===== config.mk =====
export PLATFORM = sky130hd
export DESIGN_NAME = writeback_cycle
export DESIGN_NICKNAME = d
export VERILOG_FILES = /design/src/rtl/writeback_cycle.sv
export SDC_FILE = /design/constraint.sdc
export NUM_CORES = 1
export LEC_CHECK = 0
export CORE_AREA = 2 2 83 85
export DETAILED_ROUTE_END_ITERATION = 8
export DIE_AREA = 0 0 85 87
export GPL_ROUTABILITY_DRIVEN = 0
export PLACE_DENSITY = 0.75
export REMOVE_ABC_BUFFERS = 1
export SLEW_MARGIN = 10
export SYNTH_ARGS = -nofsm -noshare
export SYNTH_HDL_FRONTEND = slang
export SYNTH_SLANG_ARGS = --single-unit

===== constraint.sdc =====
create_clock -name clk -period 1.75 [get_ports clk]
set_input_delay 0.35 -clock clk [delete_from_list [all_inputs] [get_ports clk]]
set_output_delay 0.35 -clock clk [all_outputs]
set_load 0.05 [all_outputs]

===== src/rtl/writeback_cycle.sv =====
// writeback_cycle: final stage of the 19-bit CPU.
// Holds the M->W pipeline register and picks the value written back to the register file.
// It stalls upstream while a load waits on a slow data memory.
// It also counts retired instructions and records a sticky flag when a load times out.
module writeback_cycle #(
  parameter int WIDTH       = 19,
  parameter int RADDR_W     = 3,
  parameter int MEM_TIMEOUT = 15,
  parameter int CNT_W       = 16
) (
  input  logic               clk,
  input  logic               rst,
  input  logic               validM,
  input  logic               regwriteM,
  input  logic               resultsrcM,
  input  logic [1:0]         jumpM,
  input  logic [RADDR_W-1:0] rdM,
  input  logic [WIDTH-1:0]   aluresultM,
  input  logic [WIDTH-1:0]   pcplus4M,
  input  logic               mem_rvalid,
  input  logic [WIDTH-1:0]   mem_rdata,
  input  logic               flushW,
  output logic               regwriteW,
  output logic [RADDR_W-1:0] rdW,
  output logic [WIDTH-1:0]   resultW,
  output logic               stall_req,
  output logic               mem_timeout,
  output logic [CNT_W-1:0]   retired_cnt
);

  localparam int TMR_W = (MEM_TIMEOUT > 1) ? $clog2(MEM_TIMEOUT) : 1;
  localparam logic [TMR_W-1:0] TIMER_LAST = TMR_W'(MEM_TIMEOUT - 1);

  typedef enum logic {IDLE, WAIT_MEM} stateT;

  stateT            state;
  logic [TMR_W-1:0] timer;

  logic             isLoad;
  logic             timerExpired;
  logic             doCapture;
  logic             doTimeout;
  logic             enterWait;
  logic             stallReq;
  logic [WIDTH-1:0] selResult;

  // Result select: a jump/link wins over a load, and a load wins over the ALU result.
  always_comb begin
    selResult = aluresultM;
    if (jumpM != 2'b00) begin
      selResult = pcplus4M;
    end else if (resultsrcM) begin
      selResult = mem_rdata;
    end
  end

  // Decide this cycle's action: capture, start a wait, time out, or bubble. A flush kills all of them.
  always_comb begin
    isLoad       = validM & resultsrcM & (jumpM == 2'b00);
    timerExpired = (timer == TIMER_LAST);
    doCapture    = 1'b0;
    doTimeout    = 1'b0;
    enterWait    = 1'b0;
    stallReq     = 1'b0;
    if (!flushW) begin
      case (state)
        IDLE: begin
          if (isLoad && !mem_rvalid) begin
            enterWait = 1'b1;
            stallReq  = 1'b1;
          end else if (validM) begin
            doCapture = 1'b1;
          end
        end
        WAIT_MEM: begin
          if (mem_rvalid) begin
            doCapture = 1'b1;
          end else if (timerExpired) begin
            doTimeout = 1'b1;
          end else begin
            stallReq = 1'b1;
          end
        end
      endcase
    end
  end

  // Upstream must never see a stall while the block is held in reset.
  assign stall_req = stallReq & rst;

  // Wait FSM, W-stage pipeline register, retire counter and sticky timeout flag.
  always_ff @(posedge clk or negedge rst) begin
    if (!rst) begin
      state       <= IDLE;
      timer       <= '0;
      regwriteW   <= 1'b0;
      rdW         <= '0;
      resultW     <= '0;
      mem_timeout <= 1'b0;
      retired_cnt <= '0;
    end else begin
      regwriteW <= 1'b0;
      if (doCapture) begin
        regwriteW <= regwriteM;
        rdW       <= rdM;
        resultW   <= selResult;
      end
      if (doCapture || doTimeout) begin
        retired_cnt <= retired_cnt + CNT_W'(1);
      end
      if (doTimeout) begin
        mem_timeout <= 1'b1;
      end
      if (flushW) begin
        state <= IDLE;
        timer <= '0;
      end else begin
        case (state)
          IDLE: begin
            if (enterWait) begin
              state <= WAIT_MEM;
              timer <= '0;
            end
          end
          WAIT_MEM: begin
            if (doCapture || doTimeout) begin
              state <= IDLE;
              timer <= '0;
            end else begin
              timer <= timer + TMR_W'(1);
            end
          end
        endcase
      end
    end
  end

endmodule

**Word-level counts from Yosys, hierarchy flattened**

Index checks and enable logic that the tools add are counted.

- Output and inout bits: 41
- Memories: 0
- Register bits after elaboration: 45
- Bits in latches: 0
- Word-level logic and storage cells: 47
- Bits in read-only memories: 0
- Input port bits: 69
- Memory bits (writable): 0

- Mux-type cells: 27
- Add/sub/neg operators: 2
- Bitwise logic cells: 4
- Multiply operators: 0
- Reductions and logical operators: 5
- Equality and inequality tests: 2
- Shift-type cells: 0
- $lt $le $gt $ge: 0
- Divide/modulo/power cells: 0

Operators with widths:

| kind | count |
|---|---|
| 19-bit 2-to-1 mux | 2 |
| 1-bit 2-to-1 mux | 18 |
| 16-bit by 1-bit adder with 16-bit output (second input constant) | 1 |
| 4-bit 2-to-1 mux | 3 |
| 4-bit case mux with 2 select lines | 1 |
| 1-bit case mux with 2 select lines | 3 |
| 4-bit by 1-bit adder with 4-bit output (second input constant) | 1 |
| 4-bit == test (second input constant) | 1 |
| 1-bit bitwise AND | 3 |
| 3-bit != test (second input constant) | 1 |
| 2-bit logical NOT | 1 |
| 2-bit nonzero test | 1 |
| 1-bit logical AND | 1 |
| 1-bit logical NOT | 1 |
| 1-bit logical OR | 1 |
| 1-bit inverter | 1 |

**Depth between registers and ports, before layout**

Gate-level depths: netlist (run 1).

- Depth after elaboration: 10
- Mapped depth: 7
- Mapped depth without buffers: 6

**Worst setup path before layout (run 1)**

Ideal clock, no wire load.

- Path kind: register to register
- Start: register timer[0]
- End: register retired_cnt[12]
- Arrival: 1.538 ns
- Clock period less this slack: 1.680 ns
- Required time: 1.608 ns
- Stages on the path, launching flop included: 8
- Path buffers: 1
- Setup time: 0.142 ns
- Slack: 0.070 ns
- Path through: dfrtp_1 -> inv_1 -> ha_1 -> nand3_2 -> nor4b_4 -> buf_4 -> o211ai_1 -> xnor2_1

- Word-level cells in the longest chain between the ends: 6

Ends and longest elaborated chain:

| item | line | source |
|---|---|---|
| start: declaration | 37 | `logic [TMR_W-1:0] timer;` |
| start signal: assignment | 130 | `timer <= timer + TMR_W'(1);` |
| 4-bit == test | 60 | `timerExpired = (timer == TIMER_LAST);` |
| 1-bit 2-to-1 mux | 78 | `end else if (timerExpired) begin` |
| 1-bit 2-to-1 mux | 76 | `if (mem_rvalid) begin` |
| 1-bit 2-to-1 mux | 66 | `case (state)` |
| 1-bit 2-to-1 mux | 65 | `if (!flushW) begin` |
| 1-bit logical OR | 108 | `if (doCapture \|\| doTimeout) begin` |
| end signal: assignment | 109 | `retired_cnt <= retired_cnt + CNT_W'(1);` |
| end: declaration | 28 | `output logic [CNT_W-1:0] retired_cnt` |

Every way passes these cells.
A chain may end at the register's enable or synchronous reset.

**Worst setup path after layout (run 1)**

- Start: register timer[0]
- End: output port stall_req

- Word-level cells in the longest chain between the ends: 6

Ends and longest elaborated chain:

| item | line | source |
|---|---|---|
| 4-bit == test | 60 |  |
| 1-bit 2-to-1 mux | 78 |  |
| 1-bit 2-to-1 mux | 76 |  |
| 1-bit case mux with 2 select lines | 66 |  |
| 1-bit 2-to-1 mux | 65 |  |
| 1-bit bitwise AND | 89 | `assign stall_req = stallReq & rst;` |
| end: declaration | 26 | `output logic stall_req,` |

Every way passes these cells.

==> flow_summary.json, run 1 <==
{
  "maxCapViolCount": 0,
  "worstMarginPinSlew_ps": 578,
  "hp-class": "primary input to async pin",
  "sequentialPowerShare": 0.383,
  "finalNonFillerCells": 452,
  "clock-root-buffer": "clkbuf_8",
  "pre_cts_slack_ps": -392,
  "grt_use_total": 0.165,
  "grt_pass1_vias": 2096,
  "drv_slew": 0,
  "port_buffers": 109,
  "die_h_um": 87,
  "drt-wirelength-per-cell_um": 13.7,
  "hpwl_mm": 4.78,
  "finalWorstSetupSlack_ps": -159,
  "synth-edff-count": 0,
  "switching_share": 0.383,
  "grt_max_degree": 46,
  "synth_area_leaders": "dfrtp_1, o21ai_0, nand2_1, mux2i_1, xnor2_1",
  "rsz0062_at_grt": "yes",
  "failed_checks": "negative setup slack",
  "grt_pass1_wl_mm": 9.74,
  "finalHoldViolations": 0,
  "end_kind": "output pin",
  "fillers": 611,
  "use_met2": 0.302,
  "final_common_cell": "clkdlybuf4s50_1",
  "ys_ff_latch": 45,
  "cts_buffers": 5,
  "p_per_area_mw_per_mm2": 931,
  "vias": 2201,
  "htree_num_levels": 2,
  "setup_viol": 2,
  "drive_gt1_frac": 0.226,
  "wl_mm": 6.18,
  "place_inst": 439,
  "detail_route.first_pass.iterations": 4,
  "drt_iter0_markers": 105,
  "p_leak_nw": 1.70,
  "required_ps": 1400,
  "busiest_layer": "met2",
  "met1_usage": 0.187,
  "coreArea_sq_mm": 0.00657,
  "clkLatencyLatePin_ps": 300,
  "clock_power_share": 0.235,
  "p_sw_mw": 1.34,
  "slew_headroom": 0.614,
  "die_w_um": 85,
  "outcome": "finished, violations left",
  "postSynthCellCount": 244,
  "comb_power_share": 0.382,
  "clockBufferDepth": 2,
  "crit_arrival_ps": 1560,
  "synth_top_cell_by_area": "dfrtp_1",
  "yosys_warnings": 0,
  "syn2layout_area_growth_pct": 59.8,
  "seqCellArea_sq_mm": 0.00113,
  "final_nets": 443,
  "timing.hold.ws_ps": 171,
  "synth_area_sq_mm": 0.00234,
  "holdBufCountCts": 0,
  "path_class": "flop to output pin",
  "fin_skew_ps": 10.9,
  "fmax_mhz": 524,
  "initial_core_util": 0.357,
  "vias_per_cell": 4.87,
  "synth_area_per_cell_sq_um": 9.61,
  "ir_worst_vdd_mv": 0.708,
  "netlist.area_leader.share": 0.480,
  "cts_tree": "built",
  "rows": 30,
  "multi_input_area_sq_mm": 0.00117,
  "cts_num_sinks": 45,
  "layout_min_cycle_time_ps": 1910,
  "crit_fanout": 2,
  "critPathLaunchType": "flop",
  "finalSetupTns_ps": -176,
  "layout_common_cells": "clkdlybuf4s50_1, buf_4, nand2_1, dfrtp_1, o21ai_0",
  "die_area_sq_mm": 0.00740,
  "remaining_drc_errors": 0,
  "yosysSeqAreaShare": 0.480,
  "fin_crit_sh": 1.09,
  "use_met3": 0.0493,
  "grt_antenna_before_repair": 0,
  "diodes": 0,
  "synth_flop_cell": "dfrtp_1",
  "num_io_pins": 110,
  "async_flop_share": 1.00,
  "grt.overflow.total": 0,
  "cts.clk_slew.worst_paths_ps": 80,
  "ys_types": 40,
  "postRouteAntennaNets": 0,
  "p_int_mw": 2.15
}
## path summary, 6_finish.rpt
path,start,end,slack [ps],depth (start not counted)
worst max-delay path,timer[0],stall_req,-160,6
worst min-delay path,rst,retired_cnt[6],170,2
worst max register to register,timer[0],retired_cnt[1],-20,8
worst min register to register,retired_cnt[15],retired_cnt[15],480,1
max in group asynchronous,rst,resultW[6],1190,2
min in group clk,retired_cnt[15],retired_cnt[15],480,1
## Yosys cell counts, drive strengths merged (2+ instances only)
| cell | number |
|---|---|
| nor4b | 3 |
| buf | 9 |
| ha | 3 |
| nand4 | 2 |
| inv | 3 |
| xnor2 | 15 |
| nand2 | 54 |
| and3 | 2 |
| nor3 | 3 |
| and2 | 2 |
| o2111ai | 4 |
| nor3b | 2 |
| o21ai | 43 |
| clkbuf | 5 |
| nand3 | 4 |
| o211ai | 8 |
| nor2 | 4 |
| nor4 | 2 |
| mux2i | 20 |
| dfrtp | 45 |
## critical path, stage by stage (launching register included)
cell     delay [ps]
dfrtp_1         380
inv_1            60
ha_1            160
nand3_2          80
and3b_1         170
o211a_1         250
buf_12          160
## stage by stage
step                area, sq um  power [mW]   util
floorplan                  2280        2.10      -
global placement           3570        2.67  0.543
detailed placement         3570        2.69  0.543
CTS                        3720        3.52  0.566
global route               3750        3.65  0.570
finish                     3750        3.49  0.570
## sequential cells by signal (all words and copies together) (netlist names)
signal / count
rdW: 3
timer: 4
regwriteW: 1
mem_timeout: 1
state: 1
resultW: 19
retired_cnt: 16
## metal layers
| layer | share of wire | vias up |
|---|---|---|
| li1 | - | 1100 |
| met1 | 0.40 | 1013 |
| met2 | 0.52 | 81 |
| met3 | 0.067 | 7 |
| met4 | 0.011 | 0 |
| met5 | 0 | - |
## power groups by stage
stage	clock network (mW)	registers, mW	logic, mW
6_report	0.821	1.34	1.33
5_1_grt	0.894	1.35	1.40
4_1_cts	0.844	1.33	1.34
3_5_place_dp	0	1.35	1.34
3_3_place_gp	0	1.35	1.33
2_1_floorplan	0	1.84	0.254
## cells by family after synthesis
| logic type | after synthesis | share of synthesized area |
|---|---|---|
| xor+xnor | 16 | 0.0598 |
| mux | 21 | 0.0902 |
| compound gates | 60 | 0.150 |
| simple gates | 82 | 0.171 |
| buf+inv | 17 | 0.0331 |
| flops | 45 | 0.480 |
| fa+ha+maj | 3 | 0.0160 |
## area by class of cell
class                      count  area share
timing repair buffer         134       0.327
inverter                       3     0.00301
clock buffer                   6      0.0220
multi-input combinational    182       0.311
tap                           80      0.0267
clock inverter                 2      0.0100
sequential                    45       0.301
## what timing repair did
action,4_1_cts,5_1_grt
pin swaps,1,3
cloned,0,1
buffers inserted,3,1
setup endpoints to repair,17,14
resized for setup,6,6
No activity file was read; power rests on OpenSTA's default activity.
==> run 2, diff against run 1 <==
==> config.mk (replaced) <==
export PLATFORM = sky130hd
export DESIGN_NAME = writeback_cycle
export DESIGN_NICKNAME = d
export VERILOG_FILES = /design/src/rtl/writeback_cycle.sv
export SDC_FILE = /design/constraint.sdc
export NUM_CORES = 1
export LEC_CHECK = 0
export CORE_AREA = 2 2 79 81
export DETAILED_ROUTE_END_ITERATION = 8
export DIE_AREA = 0 0 81 83
export GPL_ROUTABILITY_DRIVEN = 0
export PLACE_DENSITY = 0.79
export REMOVE_ABC_BUFFERS = 1
export SLEW_MARGIN = 10
export SYNTH_ARGS = -nofsm -noshare
export SYNTH_HDL_FRONTEND = slang
export SYNTH_SLANG_ARGS = --single-unit
export TNS_END_PERCENT = 5
==> constraint.sdc (replaced) <==
create_clock -name clk -period 2 [get_ports clk]
set_input_delay 0.4 -clock clk [delete_from_list [all_inputs] [get_ports clk]]
set_output_delay 0.4 -clock clk [all_outputs]
set_load 0.01 [all_outputs]
==> run 2 against run 1 <==
  * The flow now finishes without violations
  * Sequential power decreased by 13%
  * Via count grew 0.41%
  * Cell area increased by 1.7%
  * Setup slack improved by 250 ps
  * Flip-flop and latch count unchanged
  * Global-route usage is 1.7 points higher
  * Total power shrank 23%
  * Combinational power down 38%
  * Critical path depth unchanged
  * Wire length fell by 4.5%
  * Sequential share of layout area shrank 0.51 points
  * Die area shrank 9.1%
  * Highest routed layer unchanged
==> flow_summary.json, run 2 (synthesis gave the netlist of run 1 again) <==
{
  "layout_common_cells": "clkdlybuf4s50_1, nand2_1, dfrtp_1, o21ai_0, buf_4",
  "grt_antenna_before_repair": 0,
  "maxCapViolCount": 0,
  "rsz0062_at_grt": "no",
  "use_met3": 0.0641,
  "comb_power_share": 0.304,
  "multi_input_area_sq_mm": 0.00116,
  "fmax_mhz": 525,
  "outcome": "completed",
  "largest_reg_flops": 19,
  "p_sw_mw": 0.753,
  "detail_route.first_pass.iterations": 4,
  "finalWorstSetupSlack_ps": 95.4,
  "place_area_sq_mm": 0.00368,
  "coreArea_sq_mm": 0.00582,
  "use_met2": 0.342,
  "drt-wirelength-per-cell_um": 13.2,
  "crit_arrival_ps": 1500,
  "clock-root-buffer": "clkbuf_8",
  "fin_crit_sh": 0.952,
  "busiest_layer": "met2",
  "die_area_sq_mm": 0.00672,
  "vias_per_cell": 4.93,
  "num_io_pins": 110,
  "finalHoldViolations": 0,
  "drv_slew": 0,
  "grt.overflow.total": 0,
  "r2r_cells": 8,
  "postRouteAntennaNets": 0,
  "clockBufferDepth": 2,
  "p_per_area_mw_per_mm2": 705,
  "fillers": 505,
  "crit_fanout": 2,
  "worstMarginPinSlew_ps": 557,
  "htree_num_levels": 2,
  "cts_buffers": 5,
  "timing.rr.end": "retired_cnt[1]",
  "fin_area_sq_mm": 0.00381,
  "layout_min_cycle_time_ps": 1900,
  "rows": 28,
  "die_h_um": 83,
  "wl_mm": 5.90,
  "met1_usage": 0.190,
  "switching_share": 0.280,
  "final_common_cell": "clkdlybuf4s50_1",
  "r2r_setup_slack_ps": 230,
  "sequentialPowerShare": 0.434,
  "worstSetupEndpoint": "stall_req",
  "cts_num_sinks": 45,
  "drive_gt1_frac": 0.123,
  "slew_headroom": 0.629,
  "cts_tree": "built",
  "pre_cts_slack_ps": -549,
  "path_class": "flop to output pin",
  "setup_viol": 0,
  "port_buffers": 109,
  "remaining_drc_errors": 0,
  "vias": 2210,
  "ir_worst_vdd_mv": 0.325,
  "top_regs": "resultW x19, retired_cnt x16, timer x4",
  "worstReg2RegStart": "timer[0]",
  "cts.clk_slew.worst_paths_ps": 80,
  "p_leak_nw": 1.63,
  "grt_pass1_wl_mm": 9.68,
  "hpwl_mm": 4.60,
  "die_w_um": 81,
  "end_kind": "output pin",
  "clock_power_share": 0.261,
  "grt_use_total": 0.182,
  "required_ps": 1600,
  "crit_start": "timer[0]",
  "grt_pass1_vias": 2176,
  "drt_iter0_markers": 133,
  "syn2layout_area_growth_pct": 62.6,
  "p_int_mw": 1.93,
  "diodes": 0,
  "seqCellArea_sq_mm": 0.00113,
  "fin_skew_ps": 8.11,
  "hp-class": "primary input to async pin",
  "critPathLaunchType": "flop",
  "grt_max_degree": 46,
  "regMostFlops": "resultW",
  "clkLatencyLatePin_ps": 290,
  "initial_core_util": 0.403,
  "final_nets": 444
}
==> run 2: how the worst min path moves through the flow <==
stage	from	end	slack (ps)	cells after the start
global placement	mem_timeout	mem_timeout	460	1
detailed placement	mem_timeout	mem_timeout	460	1
CTS	rst	retired_cnt[13]	230	2
floorplan	rst	mem_timeout	100	0
global route	rst	retired_cnt[6]	250	2
finish	rst	state	210	2
==> run 2: worst max-delay path: stages (launching register included) <==
cell and delay (ps):
dfrtp_1 400, inv_1 70, ha_2 170, nand3_2 80, and3b_1 170, o211a_1 200
buf_2 130
==> run 2: metal layers <==
metal,share of wire,routed length [um]
met5,0,0
met4,0.0046,27
met2,0.53,3150
met1,0.38,2250
met3,0.080,471
==> run 2: timing repair <==
action,4_1_cts,5_1_grt
setup endpoints to repair,1,1
endpoints found under the hold margin,0,0
resized for setup,8,8
hold buffers,0,0
pin swaps,1,3
buffers inserted,0,2
==> run 2: power groups by stage <==
stage / sequential [mW] / combinational (mW) / clock [mW]
2_1_floorplan: 1.22 / 0.222 / 0
3_3_place_gp: 1.17 / 0.808 / 0
3_5_place_dp: 1.18 / 0.831 / 0
4_1_cts: 1.17 / 0.834 / 0.718
5_1_grt: 1.19 / 0.895 / 0.759
6_report: 1.17 / 0.818 / 0.702
==> run 2: area by class of cell <==
cell class                 instances  area share
inverter                           3     0.00295
timing repair buffer             135       0.342
multi-input combinational        182       0.305
clock inverter                     1     0.00788
clock buffer                       7      0.0226
tap                               75      0.0246
sequential                        45       0.295
==> run 2: through the flow <==
stage          cells  TNS, ps  hold slack [ps]   util  power, mW
4_1_cts          446        0              227  0.654       2.72
6_report         448        0              205  0.656       2.69
3_3_place_gp     438    -2410              456  0.633       1.98
3_5_place_dp     438    -4960              463  0.633       2.01
5_1_grt          448        0              251  0.656       2.84
2_1_floorplan    230    -3030              104      -       1.44
==> run 3, diff against run 2 <==
--- a/config.mk
+++ b/config.mk
@@ -5,10 +5,11 @@
 export SDC_FILE = /design/constraint.sdc
 export NUM_CORES = 1
 export LEC_CHECK = 0
-export CORE_AREA = 2 2 79 81
+export CORE_AREA = 3 3 80 82
 export DETAILED_ROUTE_END_ITERATION = 8
-export DIE_AREA = 0 0 81 83
+export DIE_AREA = 0 0 83 85
 export GPL_ROUTABILITY_DRIVEN = 0
+export GPL_TIMING_DRIVEN = 0
 export PLACE_DENSITY = 0.79
 export REMOVE_ABC_BUFFERS = 1
 export SLEW_MARGIN = 10
==> run 3 against run 2 <==
  * The flow now finishes with violations (negative setup slack)
  * First-iteration DRC count is 57% lower
  * Critical path type is now primary input to output pin
  * Combinational power is 6.0% lower
  * Utilization shrank 2.2 points
  * Die area is 4.9% higher
==> flow_summary.json, run 3 (synthesis gave the netlist of run 1 again) <==
{
  "place_inst": 417,
  "clock-root-buffer": "clkbuf_8",
  "initial_core_util": 0.403,
  "grt_use_total": 0.172,
  "rsz0062_at_grt": "yes",
  "grt_pass1_wl_mm": 9.83,
  "detail_route.first_pass.iterations": 4,
  "timing.hold.ws_ps": 7.65,
  "holdBufCountCts": 0,
  "end_kind": "output pin",
  "cts.clk_slew.worst_paths_ps": 90,
  "hp-class": "primary input to async pin",
  "final_nets": 423,
  "postRouteAntennaNets": 0,
  "path_class": "primary input to output pin",
  "drive_gt1_frac": 0.0739,
  "failed_checks": "negative setup slack",
  "fmax_mhz": 487,
  "worstReg2RegStart": "state",
  "layout_common_cells": "clkdlybuf4s50_1, nand2_1, dfrtp_1, o21ai_0, mux2i_1",
  "remaining_drc_errors": 0,
  "ir_worst_vdd_mv": 0.346,
  "die_h_um": 85,
  "grt_antenna_before_repair": 0,
  "finalSetupTns_ps": -54.9,
  "fin_crit_sh": 1.03,
  "grt_max_degree": 42,
  "crit_path_frequent_cell": "clkdlybuf4s15_2",
  "layout_min_cycle_time_ps": 2050,
  "top_regs": "resultW x19, retired_cnt x16, timer x4",
  "slew_headroom": 0.572,
  "timing.rr.end": "resultW[3]",
  "drt_iter0_markers": 57,
  "clockBufferDepth": 2,
  "r2r_cells": 4,
  "worstSetupEndpoint": "stall_req",
  "regMostFlops": "resultW",
  "grt.overflow.total": 0,
  "vias": 2135,
  "p_leak_nw": 1.54,
  "crit_start": "mem_rvalid",
  "vias_per_cell": 5.00,
  "final_common_cell": "clkdlybuf4s50_1",
  "critPathLaunchType": "primary input",
  "p_per_area_mw_per_mm2": 744,
  "outcome": "finished, violations left",
  "cts_buffers": 5,
  "finalWorstSetupSlack_ps": -54.9,
  "required_ps": 1600,
  "htree_num_levels": 2,
  "total_power_mw": 2.74,
  "place_area_sq_mm": 0.00351,
  "port_buffers": 109,
  "fin_area_sq_mm": 0.00368,
  "finalNonFillerCells": 427,
  "clkLatencyLatePin_ps": 300,
  "grt_pass1_vias": 2168,
  "cts_tree": "built",
  "maxCapViolCount": 0,
  "crit_chain": "clkdlybuf4s15_2 -> nor4b_4 -> nand2_1 -> nor2_2 -> o211a_1 -> clkdlybuf4s15_2",
  "slowest_stage": "nor4b_4",
  "diodes": 0,
  "crit_fanout": 5,
  "worstMarginPinSlew_ps": 643,
  "cpPeakStageDelay_ps": 400,
  "r2r_setup_slack_ps": 210,
  "syn2layout_area_growth_pct": 57.1,
  "die_w_um": 83,
  "cts_num_sinks": 45,
  "rows": 28,
  "num_io_pins": 110,
  "largest_reg_flops": 19,
  "setup_viol": 1,
  "crit_arrival_ps": 1650,
  "drv_slew": 0,
  "drt-wirelength-per-cell_um": 13.8,
  "hpwl_mm": 4.68,
  "die_area_sq_mm": 0.00706,
  "coreArea_sq_mm": 0.00582,
  "wl_mm": 5.91,
  "finalHoldViolations": 0,
  "fin_skew_ps": 8.32
}
## run 3: where the power goes
part / internal, mW / switching, mW
clock: 0.496 / 0.307
sequential: 1.04 / 0.132
combinational: 0.453 / 0.316
## run 3: how the worst min path moves through the flow
stage	start	end	slack, ps	depth (start not counted)
6_report	rst	rdW[1]	8	1
5_1_grt	rst	rdW[1]	30	1
4_1_cts	rst	rdW[1]	10	1
3_5_place_dp	rst	timer[2]	340	1
3_3_place_gp	mem_timeout	mem_timeout	460	1
2_1_floorplan	rst	mem_timeout	100	0
## run 3: worst max-delay path, delay by kind of cell
kind            cells  cell delay [ps]
simple gates        3              620
compound gates      1              160
buf+inv             2              460
## run 3: final cells by class
class	count	area (sq um)
clock buffer	5	68.8
clock inverter	3	65.1
fill	526	2130
inverter	3	11.3
multi-input combinational	182	1160
sequential	45	1130
tap	75	93.8
timing repair buffer	114	1160
## run 3: through the flow
stage / utilization / worst slack, ps
2_1_floorplan: - / -229
3_3_place_gp: 0.596 / -2080
3_5_place_dp: 0.603 / -1700
4_1_cts: 0.630 / -68.9
5_1_grt: 0.633 / -140
6_report: 0.633 / -54.9
## run 3: what timing repair did
item                       in CTS  in global routing
setup buffers                   1                  1
pin swaps                       1                  1
resized for setup              18                  0
setup endpoints to repair      45                 18
## run 3: layer usage
| layer | vias to the layer above | track usage | share of wire |
|---|---|---|---|
| met5 | - | 0 | 0 |
| met4 | 0 | 0.0446 | 0.010 |
| met3 | 5 | 0.0660 | 0.090 |
| met2 | 79 | 0.321 | 0.53 |
| met1 | 986 | 0.180 | 0.36 |
| li1 | 1065 | - | - |
